<file path="src/rtl/countdown_timer_pkg.sv">
// Shared types and default parameters for the countdown timer slice.
package countdown_timer_pkg;

  localparam int DEF_WIDTH    = 8;
  localparam int DEF_PRESCALE = 1;

  typedef enum logic [1:0] {
    IDLE = 2'd0,
    RUN  = 2'd1,
    DONE = 2'd2
  } state_t;

endpackage

</file>
<file path="src/rtl/countdown_timer_if.sv">
// Load handshake, control and status bundle of the countdown timer.
// The master side offers start values and controls; the slave side is the timer.
interface countdown_timer_if
  import countdown_timer_pkg::*;
#(
  parameter int WIDTH = DEF_WIDTH
);

  logic             load_valid;
  logic             load_ready;
  logic [WIDTH-1:0] data;
  logic             enable;
  logic             abort;
  logic [WIDTH-1:0] count;
  logic             busy;
  logic             done;
  logic             tc;

  modport master (
    output load_valid, data, enable, abort,
    input  load_ready, count, busy, done, tc
  );

  modport slave (
    input  load_valid, data, enable, abort,
    output load_ready, count, busy, done, tc
  );

endinterface

</file>
<file path="src/rtl/countdown_timer_tick_prescaler.sv">
// Divides enabled cycles down to one decrement tick every PRESCALE enabled
// cycles. With PRESCALE==1 the tick is simply the enable itself.
module tick_prescaler
  import countdown_timer_pkg::*;
#(
  parameter int PRESCALE = DEF_PRESCALE
) (
  input  logic clock,
  input  logic reset,
  input  logic clear,
  input  logic enable,
  output logic tick
);

  localparam int              PS_W    = (PRESCALE > 1) ? $clog2(PRESCALE) : 1;
  localparam logic [PS_W-1:0] PS_LAST = PS_W'(PRESCALE - 1);

  logic [PS_W-1:0] ps_cnt;

  // A pause holds ps_cnt, so re-enabling never produces a tick by itself.
  assign tick = enable && ((PRESCALE == 1) || (ps_cnt == PS_LAST));

  // Prescale counter: clears on request, wraps on tick, advances on enabled cycles.
  // NOTE: state is updated with non-blocking assignments so every flop samples pre-edge values.
  always_ff @(posedge clock or negedge reset) begin
    if (!reset)      ps_cnt <= '0;
    else if (clear)  ps_cnt <= '0;
    else if (tick)   ps_cnt <= '0;
    else if (enable) ps_cnt <= ps_cnt + PS_W'(1);
  end

endmodule

</file>
<file path="src/rtl/countdown_timer.sv">
// Loadable down-counter: accepts a start value over valid/ready, decrements on
// prescaled enable ticks and pulses tc when the count reaches zero.
// Optional feature: define COUNTDOWN_AUTO_RELOAD_EN for periodic mode, where the
// count reloads the last start value on terminal count and stays running.
module countdown_timer
  import countdown_timer_pkg::*;
#(
  parameter int WIDTH    = DEF_WIDTH,
  parameter int PRESCALE = DEF_PRESCALE
) (
  input logic            clock,
  input logic            reset,
  countdown_timer_if.slave tmr
);

  state_t           state, state_nxt;
  logic [WIDTH-1:0] count_q, count_nxt;
  logic             tc_q, tc_nxt;
  logic             load_acc;
  logic             tick;

`ifdef COUNTDOWN_AUTO_RELOAD_EN
  logic [WIDTH-1:0] reload_q, reload_nxt;
`endif

  // Abort outranks a concurrent load; loads are only taken outside RUN.
  assign load_acc = tmr.load_valid && !tmr.abort && (state != RUN);

  tick_prescaler #(
    .PRESCALE(PRESCALE)
  ) u_prescaler (
    .clock  (clock),
    .reset  (reset),
    .clear  (load_acc || tmr.abort),
    .enable (tmr.enable && (state == RUN)),
    .tick   (tick)
  );

  // State, count, reload value and terminal-count pulse registers.
  // NOTE: reset is asynchronous and active-low, so it appears in the sensitivity list.
  always_ff @(posedge clock or negedge reset) begin
    if (!reset) begin
      state    <= IDLE;
      count_q  <= '0;
      tc_q     <= 1'b0;
`ifdef COUNTDOWN_AUTO_RELOAD_EN
      reload_q <= '0;
`endif
    end else begin
      state    <= state_nxt;
      count_q  <= count_nxt;
      tc_q     <= tc_nxt;
`ifdef COUNTDOWN_AUTO_RELOAD_EN
      reload_q <= reload_nxt;
`endif
    end
  end

  // Next-state and next-count logic; tc is a one-cycle pulse by default.
  // NOTE: every output of this block gets a default first, so no path can infer a latch.
  always_comb begin
    state_nxt  = state;
    count_nxt  = count_q;
    tc_nxt     = 1'b0;
`ifdef COUNTDOWN_AUTO_RELOAD_EN
    reload_nxt = reload_q;
`endif
    if (tmr.abort) begin
      state_nxt = IDLE;
      count_nxt = '0;
    end else begin
      unique case (state)
        IDLE, DONE: begin
          if (load_acc) begin
            count_nxt  = tmr.data;
`ifdef COUNTDOWN_AUTO_RELOAD_EN
            reload_nxt = tmr.data;
`endif
            if (tmr.data == '0) begin
              state_nxt = DONE;
              tc_nxt    = 1'b1;
            end else begin
              state_nxt = RUN;
            end
          end
        end
        RUN: begin
          if (tick) begin
            if (count_q == WIDTH'(1)) begin
              tc_nxt    = 1'b1;
`ifdef COUNTDOWN_AUTO_RELOAD_EN
              count_nxt = reload_q;
`else
              count_nxt = '0;
              state_nxt = DONE;
`endif
            end else begin
              count_nxt = count_q - WIDTH'(1);
            end
          end
        end
        default: begin
          state_nxt = IDLE;
          count_nxt = '0;
        end
      endcase
    end
  end

  assign tmr.load_ready = (state != RUN);
  assign tmr.busy       = (state == RUN);
  assign tmr.done       = (state == DONE);
  assign tmr.count      = count_q;
  assign tmr.tc         = tc_q;

endmodule

</file>
<file path="src/flat_wrapper.sv">
// flat-port wrapper written by rule: the top's interface ports become plain ports
module countdown_timer_flat import countdown_timer_pkg::*;
#(
  parameter int WIDTH    = DEF_WIDTH,
  parameter int PRESCALE = DEF_PRESCALE
)
  (clock, reset, tmr_load_valid, tmr_data, tmr_enable, tmr_abort, tmr_load_ready, tmr_count, tmr_busy, tmr_done, tmr_tc);
  countdown_timer_if #(.WIDTH(WIDTH)) tmr_i ();
  input logic clock;
  input logic reset;
  input wire logic [$bits(tmr_i.load_valid)-1:0] tmr_load_valid;
  input wire logic [$bits(tmr_i.data)-1:0] tmr_data;
  input wire logic [$bits(tmr_i.enable)-1:0] tmr_enable;
  input wire logic [$bits(tmr_i.abort)-1:0] tmr_abort;
  output wire logic [$bits(tmr_i.load_ready)-1:0] tmr_load_ready;
  output wire logic [$bits(tmr_i.count)-1:0] tmr_count;
  output wire logic [$bits(tmr_i.busy)-1:0] tmr_busy;
  output wire logic [$bits(tmr_i.done)-1:0] tmr_done;
  output wire logic [$bits(tmr_i.tc)-1:0] tmr_tc;
  assign tmr_i.load_valid = tmr_load_valid;
  assign tmr_i.data = tmr_data;
  assign tmr_i.enable = tmr_enable;
  assign tmr_i.abort = tmr_abort;
  assign tmr_load_ready = tmr_i.load_ready;
  assign tmr_count = tmr_i.count;
  assign tmr_busy = tmr_i.busy;
  assign tmr_done = tmr_i.done;
  assign tmr_tc = tmr_i.tc;
  countdown_timer #(.WIDTH(WIDTH), .PRESCALE(PRESCALE)) u_core (.clock(clock), .reset(reset), .tmr(tmr_i));
endmodule
</file>
<file path="config.mk">
export PLATFORM = sky130hd
export DESIGN_NAME = countdown_timer_flat
export DESIGN_NICKNAME = d
export VERILOG_FILES = /design/src/rtl/countdown_timer_pkg.sv /design/src/rtl/countdown_timer_if.sv /design/src/rtl/countdown_timer_tick_prescaler.sv /design/src/rtl/countdown_timer.sv /design/src/flat_wrapper.sv
export SDC_FILE = /design/constraint.sdc
export NUM_CORES = 1
export LEC_CHECK = 0
export CAP_MARGIN = 10
export CORE_UTILIZATION = 44
export DETAILED_ROUTE_END_ITERATION = 10
export PLACE_DENSITY = 0.86
export RECOVER_POWER = 50
export SETUP_SLACK_MARGIN = 0.05
export SLEW_MARGIN = 30
export SYNTH_ARGS = -nofsm -noshare
export SYNTH_HDL_FRONTEND = slang
export SYNTH_HIERARCHICAL = 1
export SYNTH_SLANG_ARGS = --single-unit
</file>
<file path="constraint.sdc">
create_clock -name clock -period 2 [get_ports clock]
set_clock_uncertainty 0.1 [all_clocks]
set_input_delay 0.5 -clock clock [delete_from_list [all_inputs] [get_ports clock]]
set_output_delay 0.5 -clock clock [all_outputs]
set_load 0.01 [all_outputs]
</file>
* Word level (Yosys, flattened, before mapping) *
Index checks and enable logic that the tools add are counted.

storage, ports and cells
  register bits after elaboration = 11
  latch bits = 0
  bits in writable memories = 0
  bits in read-only memories = 0
  word-level logic and storage cells = 37
  memories kept = 0

cells by class
  add/sub/neg operators = 1
  multipliers = 0
  div/mod/pow operators = 0
  order comparisons = 0
  equal/unequal tests = 7
  shifts and indexed selects = 0
  muxes and demuxes = 17
  bitwise logic cells = 0
  reductions and logical operators = 9

operator list
  operator                                                               number
  8-bit two-way mux                                                      4
  8-bit one-hot mux with 2 select lines                                  1
  2-bit two-way mux                                                      5
  3-bit by 2-bit != test with 1-bit output, second input constant        3
  8-bit by 1-bit equality test with 1-bit output, second input constant  1
  8-bit logical NOT                                                      1
  8-bit by 1-bit subtractor with 8-bit output, second input constant     1
  1-bit two-way mux                                                      5
  2-bit one-hot mux with 2 select lines                                  1
  1-bit logical AND                                                      3
  3-bit AND reduction                                                    1
  2-bit by 1-bit equality test with 1-bit output, second input constant  1
  2-bit equality test, second input constant                             1
  2-bit logical NOT                                                      1
  2-bit by 1-bit != test with 1-bit output, second input constant        1
  1-bit one-hot mux with 2 select lines                                  1
  2-bit AND reduction                                                    1
  2-bit OR reduction                                                     1
  1-bit logical NOT                                                      1

* Longest topological paths before layout *
  depth in word-level cells = 6
  depth in mapped cells = 9
  mapped depth without buffers = 7

* Cells and area by module *
The synthesis kept the hierarchy.

by module, submodules not included
  module           times used  cells an instance  area each (um^2)  seq. area each (um^2)
  countdown_timer  1           85                 739.5             275.3
  tick_prescaler   1           1                  7.5               0.0

* Least setup slack after synthesis *
Ideal clock, no wire load.

  kind = flip-flop to flip-flop
  from = reg u_core.state[0]
  to = reg u_core.count_q[0] (netlist: u_core/tmr.count[0])
  data arrival time = 1,689 ps
  data required time = 1,774 ps
  path slack = 85 ps
  cell stages (with the launch flop) = 10
  buffers on the path = 2
  period minus slack after synthesis = 1,915 ps
  cell sequence = dfrtp_1 > inv_1 > nor2_2 > and2_1 > buf_4 > o21ai_0 > and3b_1 > clkbuf_1 > and2_1 > a221o_1

on the way
  word-level cells in the longest chain between the ends = 4
  elaborated cells on any way between the ends = 12
  classes of those cells = 5 x eq/ne; 2 x mux; 5 x reduce/logical

ends and longest elaborated chain
  element                                                    line                   RTL
  start, declared                                            countdown_timer.sv:16  state_t state, state_nxt;
  start signal, assigned                                     countdown_timer.sv:50  state <= state_nxt;
  2-bit by 1-bit equality test with 1-bit output             --
  net tmr_busy                                               flat_wrapper.sv:17     output wire logic [$bits(tmr_i.busy)-1:0] tmr_busy;
  1-bit logical AND                                          countdown_timer.sv:35  .enable (tmr.enable && (state == RUN)),
  net u_core.tick                                            countdown_timer.sv:20  logic tick;
  3-bit by 2-bit != test with 1-bit output (no source line)  --
  2-bit AND reduction (no source line)                       --
  end signal, assigned                                       countdown_timer.sv:51  count_q <= count_nxt;
  end, declared                                              countdown_timer.sv:17  logic [WIDTH-1:0] count_q, count_nxt;

The timed path passes the listed nets, and every way through them passes these cells.
A chain may end at the register's enable or synchronous reset.

* Worst setup path after layout *
  from = reg u_core.count_q[4] (netlist: u_core/tmr.count[4])
  to = out tmr_count[4]

RTL lines
  element        line                RTL
  end, declared  flat_wrapper.sv:16  output wire logic [$bits(tmr_i.count)-1:0] tmr_count;

No word-level cell between the ends.

==> flow_summary.yaml <==
critical_path:
  slowest_stage: "clkdlybuf4s50_1"
  crit_arrival_ps: 1280
  end_kind: "primary output"
  critPathMaxStageDelay_ps: 560
  cp_max_fo: 6
  crit_family: "buffers and inverters"
  worstPathRequired_ps: 1400
  cp_cell_sequence: "clkdlybuf4s50_1"
  rr_worst_depth: 6
  r2r_end: "u_core/tmr.count[6]$_DFFE_PN0P_"
  crit_path_start_kind: "register"
  critPathKind: "reg2out"
  rrSetupSlack_ps: 150
  worst-path-buf-inv: 1
  r2r_start: "u_core/tmr.count[0]$_DFFE_PN0P_"
grt:
  use_met2_pct: 42.7
  globalRouteMet3Util_pct: 5.96
  antenna_found_initial: 0
  grt_remaining_overflow: 0
  grt_max_degree: 12
  grt_busiest_layer: "met2"
  first_global_vias: 754
  grtUsageMet1_pct: 28.6
  grt_usage_pct: 23.6
  grt_pass1_wl_um: 3280
cts:
  clock_sinks: 11
  cts_hold_buf: 0
  ctsRootBufferMaster: "clkbuf_4"
  cts_buffers: 3
  clock_path_buffers: 2
  tritoncts: "yes"
  clock_latency_ps: 270
  htreeDepth: 1
  clkTransAtPathRegs_ps: 70
floorplan:
  core_area_sq_um: 1540
  ios: 25
  start_util_pct: 48.0
  die_h_um: 43.0
  fp.dieW_um: 43.0
  fp-row-count: 14
  die-area_sq_um: 1850
timing:
  hold_viol: 0
  rsz0062_at_grt: "no"
  tightest_slew_ps: 545
  timing.slew.headroom_pct: 63.6
  setup_viol: 0
  fmax_mhz: 532
  post-route-period-util_pct: 94.0
  min_period_ps: 1880
  drv_slew: 0
finish:
  areaGrowthSynthToFinish_pct: 47.0
  fin_cells: 134
  antenna_cells: 0
  final_nets: 134
  drive_gt1_share_pct: 21.2
  post-route-util_pct: 70.5
worst_hold_path:
  min-delay-start: "u_core/tmr.count[1]$_DFFE_PN0P_"
  hold_path_depth: 2
  min_path_type: "reg2reg"
  whs_endpoint: "u_core/tmr.count[1]$_DFFE_PN0P_"
synth:
  syn_area_sq_um: 739
  synth_nets: 100
  syn_area_per_cell_sq_um: 8.70
  ys_warn_count: 6
  synth_cells: 85
detailed_routing:
  viasPerCell: 5.70
  totalWireLength_um: 1910
  vias: 764
  drt_iter0_markers: 18
  remaining_drc_errors: 0
  ant_nets: 0
  drtPass1Iterations: 4
  wire_per_inst_um: 14.2
power:
  p_leak_nw: 0.463
  ir_drop_mv: 0.399
  powerDensity_nw_per_um2: 617
placement:
  dp_cells: 129
  port-buffer-count: 24
  hpwl_um: 1500
  routabilityCongestion: 0.877
status:
  status: "finished clean"
flow_run:
  max-cap-violations: 0
## routing by layer
metal	routed length (um)	part of all wire, %	vias up
li1	-	-	376
met2	971	51	20
met3	82	4.3	2
met1	841	44	366
met5	0	0	-
met4	13	0.68	0
## registers in the layout, summed over array words and instances (netlist names)
register / count
u_core/state: 2
u_core/tmr.tc: 1
u_core/tmr.count: 8
## through the flow
stage | total power, W | hold WS [ps] | setup TNS, ps | cell area (sq um) | worst slack (ps)
after floorplan | 0.000403 | 104 | 0 | 739 | 84.6
after detailed placement | 0.000516 | 470 | -171 | 1040 | -104
after CTS | 0.000669 | 486 | 0 | 1070 | 54.7
after global routing | 0.000712 | 514 | 0 | 1090 | 71.4
final | 0.000671 | 492 | 0 | 1090 | 120
after global placement | 0.000509 | 456 | -24.0 | 1040 | -24.0
## placed cells by master, fill, tap and decap left out, types with 2 or more instances in the layout
master and n:
clkdlybuf4s50_1 19, inv_1 9, buf_4 6, nand2_1 6
nor2_1 6, a21oi_1 6, dfrtp_2 6, dfrtp_1 5
clkbuf_4 4, dlygate4sd2_1 3, nor4_1 3, dlygate4sd3_1 2
inv_2 2, and2_1 2, nand2b_1 2, o21ai_1 2
a32oi_1 2, nor3_1 2, ha_1 2
## worst max-delay path by stage
stage,startpoint,endpoint,slack (ps),cells past startpoint
after global routing,u_core/tmr.count[1]$_DFFE_PN0P_,tmr_count[1],70,2
after global placement,tmr_enable,u_core/tmr.count[0]$_DFFE_PN0P_,-20,6
after floorplan,u_core/state[0]$_DFFE_PN0P_,u_core/tmr.count[0]$_DFFE_PN0P_,80,9
after detailed placement,tmr_enable,u_core/tmr.count[0]$_DFFE_PN0P_,-100,6
final,u_core/tmr.count[4]$_DFFE_PN0P_,tmr_count[4],120,1
after CTS,u_core/tmr.count[4]$_DFFE_PN0P_,tmr_count[4],50,1
## power breakdown
part | internal, W | total, W | leakage [nW] | switching [W]
Combinational | 0.000127 | 0.000244 | 0.309 | 0.000116
Sequential | 0.000242 | 0.000274 | 0.139 | 0.0000314
Clock | 0.0000772 | 0.000154 | 0.0150 | 0.0000768
Total | 0.000447 | 0.000671 | 0.463 | 0.000224
## cell type report
| class | instances | area (sq um) |
|---|---|---|
| Inverter | 11 | 41.3 |
| Timing Repair Buffer | 32 | 293 |
| Clock buffer | 4 | 26.3 |
| Sequential cell | 11 | 283 |
| Multi-Input combinational cell | 60 | 424 |
| Fill cell | 124 | 454 |
| Tap cell | 16 | 20.0 |
## repair_timing
action                                  4_1_cts  5_1_grt
gates resized for setup                       7        7
buffers inserted                              1        0
endpoints found under the setup margin        3       11
cloned                                        0        0
pin swaps                                     0        0
Note: power is estimated with default switching activity, not from simulation.
==> variant 1: new RTL, same settings <==
Set the package constant `DEF_WIDTH` to 12 (it was 8).
--- a/src/rtl/countdown_timer_pkg.sv
+++ b/src/rtl/countdown_timer_pkg.sv
@@ -3,3 +3,3 @@
 
-  localparam int DEF_WIDTH    = 8;
+  localparam int DEF_WIDTH    = 12;
   localparam int DEF_PRESCALE = 1;
Interface: changed (resized tmr_count and tmr_data); port bits go from 25 to 33. No check against the original RTL was run, so the function may have changed too.
==> variant 1 against the unedited design <==
Routed wire length rose by 100%; die area rose by 53%; final area rose by 56%; total power rose by 42%; count of clock-buffer cells in the layout fell by 1; area after synthesis rose by 56%; setup slack got worse by 0.033 ns; sequential cell count rose by 4.
==> variant 1: results (changes against the unedited design) <==
* Outcome: finished, final reports clean (unchanged)
* R2r worst-path depth at 8 (was 6)
* Worst slack at placement at -0.1258 ns (was -0.1044 ns)
* H-Tree Depth at 1 (unchanged)
* Clock slew at reported path FFs at 0.10 ns (was 0.07 ns)
* Peak VDD IR at 0.4630 mV (was 0.3994 mV)
* Iter 0 DRT Violations at 57 (was 18)
* Crit path DAT at 1.31 ns (was 1.28 ns)
* Skew-Pair Late Insertion Delay at 0.30 ns (was 0.27 ns)
* Drt first pass iters at 5 (was 4)
* Layout cells sized above 1 at 24.32% (was 21.19%)
* Slew at the pin closest to its max-slew limit at 0.8449 ns (was 0.5446 ns)
* Num CTS Buffers at 3 (unchanged)
* Worst Hold Path Cells at 2 (unchanged)
* Vias in the first global route at 1325 (was 754)
* Hpwl dp at 2769 um (was 1497 um)
* Root buffer cell: clkbuf_4 (unchanged)
* First-pass GRT wire length at 6078 um (was 3284 um)
* Largest net degree at the start of global routing at 16 (was 12)
* Internal Power at 604.5 uW (was 447.1 uW)
* Vias at 1358 (was 764)
* Layout net count at 205 (was 134)
* CP max FO at 5 (was 6)
* Routability cong. at 0.9528 (was 0.8774)
* Port Buf Inserts at 32 (was 24)
* Placed Area at 1628 um^2 (was 1036 um^2)
* Wirelength per Cell at 18.02 um (was 14.25 um)
* Crit path largest cell delay at about 0.57 ns
* Post-synth net total at 151 (was 100)
* Gr usage total at 30.55% (was 23.63%)
* Max FFs per register at 12 (was 8)
* Leak Pwr at 0.7201 nW (was 0.4632 nW)
[variant 1: per-stage QoR]
step / hold slack, ns / utilization, % / instances
finish: 0.5381 / 68.64 / 215
global route: 0.5601 / 68.64 / 215
CTS: 0.4046 / 67.12 / 212
detailed placement: 0.5208 / 65.71 / 207
global placement: 0.4990 / 65.71 / 207
floorplan: 0.1044 / - / 132
[variant 1: final cells by class]
cell class / count / area [um^2]
multi-input combinational: 103 / 737.0
sequential: 15 / 382.9
clock buffer: 3 / 22.52
timing repair buffer: 56 / 489.2
inverter: 7 / 26.28
fill: 208 / 777.0
clock inverter: 1 / 5.005
tap: 30 / 37.54
[variant 1: per-layer routing]
metal,routed length (um),global-route usage (%)
met3,365,5.172
met5,0,0
met1,1490,37.11
met4,161,16.67
met2,1857,50.63
[variant 1: path summary, 6_finish.rpt]
check / end / startpoint / slack (ns)
setup reg to reg: u_core/tmr.count[7] / u_core/state[0] / 0.11
hold reg to reg: u_core/tmr.count[10] / u_core/tmr.count[10] / 0.54
min in group asynchronous: u_core/tmr.count[4] / reset / 0.70
hold / removal: u_core/tmr.count[10] / u_core/tmr.count[10] / 0.54
setup / recovery: tmr_count[8] / u_core/tmr.count[8] / 0.09
max in group asynchronous: u_core/tmr.count[9] / reset / 0.52
[variant 1: power groups by stage]
stage / logic, mW / registers (mW) / clock network [mW]
2_1_floorplan: 0.190 / 0.372 / 0
3_3_place_gp: 0.370 / 0.360 / 0
3_5_place_dp: 0.378 / 0.362 / 0
4_1_cts: 0.383 / 0.355 / 0.190
5_1_grt: 0.442 / 0.357 / 0.202
6_report: 0.411 / 0.355 / 0.188
[variant 1: what timing repair did]
action,CTS,global route
endpoints found under the setup margin,8,17
buffers inserted,1,2
resized for setup,8,10
gates cloned,0,1
==> variant 2: new RTL, same settings <==
Made on the original files. Make the reset (`reset`) synchronous in 2 clocked blocks. Comments in the files are not updated.
--- a/src/rtl/countdown_timer_tick_prescaler.sv
+++ b/src/rtl/countdown_timer_tick_prescaler.sv
@@ -24,3 +24,3 @@
   // NOTE: state is updated with non-blocking assignments so every flop samples pre-edge values.
-  always_ff @(posedge clock or negedge reset) begin
+  always_ff @(posedge clock) begin
     if (!reset)      ps_cnt <= '0;
--- a/src/rtl/countdown_timer.sv
+++ b/src/rtl/countdown_timer.sv
@@ -40,3 +40,3 @@
   // NOTE: reset is asynchronous and active-low, so it appears in the sensitivity list.
-  always_ff @(posedge clock or negedge reset) begin
+  always_ff @(posedge clock) begin
     if (!reset) begin
Check against the original RTL: differs if reset is asserted again (counterexample within 4 cycles, from zero or initial values and one cycle with reset low); with reset held inactive, the same outputs for 10 cycles.
==> variant 2 against the unedited design <==
Sequential cell count is the same; area after synthesis shrank 0.17%; fmax shrank 0.65%; routed wire length grew 11%; final area grew 2.5%; total power shrank 20%; non-clock buffer count grew 6; setup slack lost 0.012 ns; utilization grew 1.8 points; combinational power shrank 37%; largest power group unchanged.
==> variant 2: results (changes against the unedited design) <==
* Max FFs per register at 8 (unchanged)
* CP startpoint: tmr_enable (was u_core/tmr.count[4])
* Internal Power at 385.0 uW (was 447.1 uW)
* WL met2 at 1058 um (was 971 um)
* Placed Area at 1092 um^2 (was 1036 um^2)
* Synth Instances at 88 (was 85)
* CP max FO at 13 (was 6)
* WHS at 0.4481 ns (was 0.4919 ns)
* Postcts setup bufs at 0 (was 1)
* Iter 0 DRT Violations at 26 (was 18)
* Gr usage total at 24.41% (was 23.63%)
* Metal-1 WL at 881 um (was 841 um)
* Vias at 863 (was 764)
* Outcome: finished, final reports clean (unchanged)
* Post-synth net total at 103 (was 100)
* First-pass GRT wire length at 3491 um (was 3284 um)
* Met3 wire len at 148 um (was 82 um)
* Clock slew at reported path FFs at 0.08 ns
* Hold endpoint: u_core/state[1] (was u_core/tmr.count[1])
* Num CTS Buffers at 3 (unchanged)
* Critical R2R Capture: u_core/tmr.count[4] (was u_core/tmr.count[6])
* Cell Count, Final, Fillers Out at 142 (was 134)
* Worst Setup EP: u_core/tmr.count[2] (was tmr_count[4])
* Fill cells at 135 (was 124)
* Hpwl dp at 1599 um (was 1497 um)
* Crit path DAT at 1.97 ns (was 1.28 ns)
* Routability cong. at 0.8147 (was 0.8774)
* # resized after CTS at 4 (was 7)
* Largest net degree at the start of global routing at 14 (was 12)
* Worst slack at placement at -0.1277 ns (was -0.1044 ns)
* Grt met2 use at 43.64% (was 42.73%)
* CP max-delay cell: clkdlybuf4s50_1 (unchanged)
* Worst Hold Path Cells at 1 (was 2)
* Peak VDD IR at 0.3930 mV (was 0.3994 mV)
* Hold Startpoint: u_core/state[1] (was u_core/tmr.count[1])
* Crit path largest cell delay at 0.40 ns (was 0.56 ns)
* Uppermost layer routed: met4 (unchanged)
* Leak Pwr at 0.4205 nW (was 0.4632 nW)
* Vias in the first global route at 819 (was 754)
* Wirelength per Cell at 14.88 um (was 14.25 um)
* Layout cells sized above 1 at 19.84% (was 21.19%)
* Grt met1 use at 29.50% (was 28.61%)
* Grt met3 use at 3.830% (was 5.957%)
* Skew-Pair Late Insertion Delay at about 0.26 ns
* R2r setup slk at 0.22 ns (was 0.15 ns)
* Max_slew headroom at 66.12% (was 63.58%)
* RR Startpoint: u_core/tmr.count[0] (unchanged)
-- variant 2: cell count changes in the layout (fill, tap and decap cells not counted), moves of 5 or more --
cell / delta
dfxtp_1: +9
buf_4: +6
dfrtp_2: -6
inv_1: -6
dfrtp_1: -5
nor2_1: +5
-- variant 2: worst max-delay path: cells and delay by family --
family,cells,cell delay [ns]
buf+inv,2,0.56
compound gates,3,0.58
simple gates,2,0.33
-- variant 2: power by group through the flow --
stage / registers (mW) / clock network (mW) / logic (mW)
after CTS: 0.232 / 0.157 / 0.154
after global placement: 0.237 / 0 / 0.150
after global routing: 0.234 / 0.169 / 0.165
final: 0.233 / 0.152 / 0.153
after detailed placement: 0.237 / 0 / 0.154
after floorplan: 0.239 / 0 / 0.0752
-- variant 2: cell type report --
class                   instances  area (um^2)  area share [%]
inverters                       4        15.01           1.347
clock buffers                   4        26.28           2.357
multi-input cells              69        479.2           42.99
well taps                      16        20.02           1.796
flip-flops and latches         11        222.7           19.98
repair buffers                 38        351.6           31.54
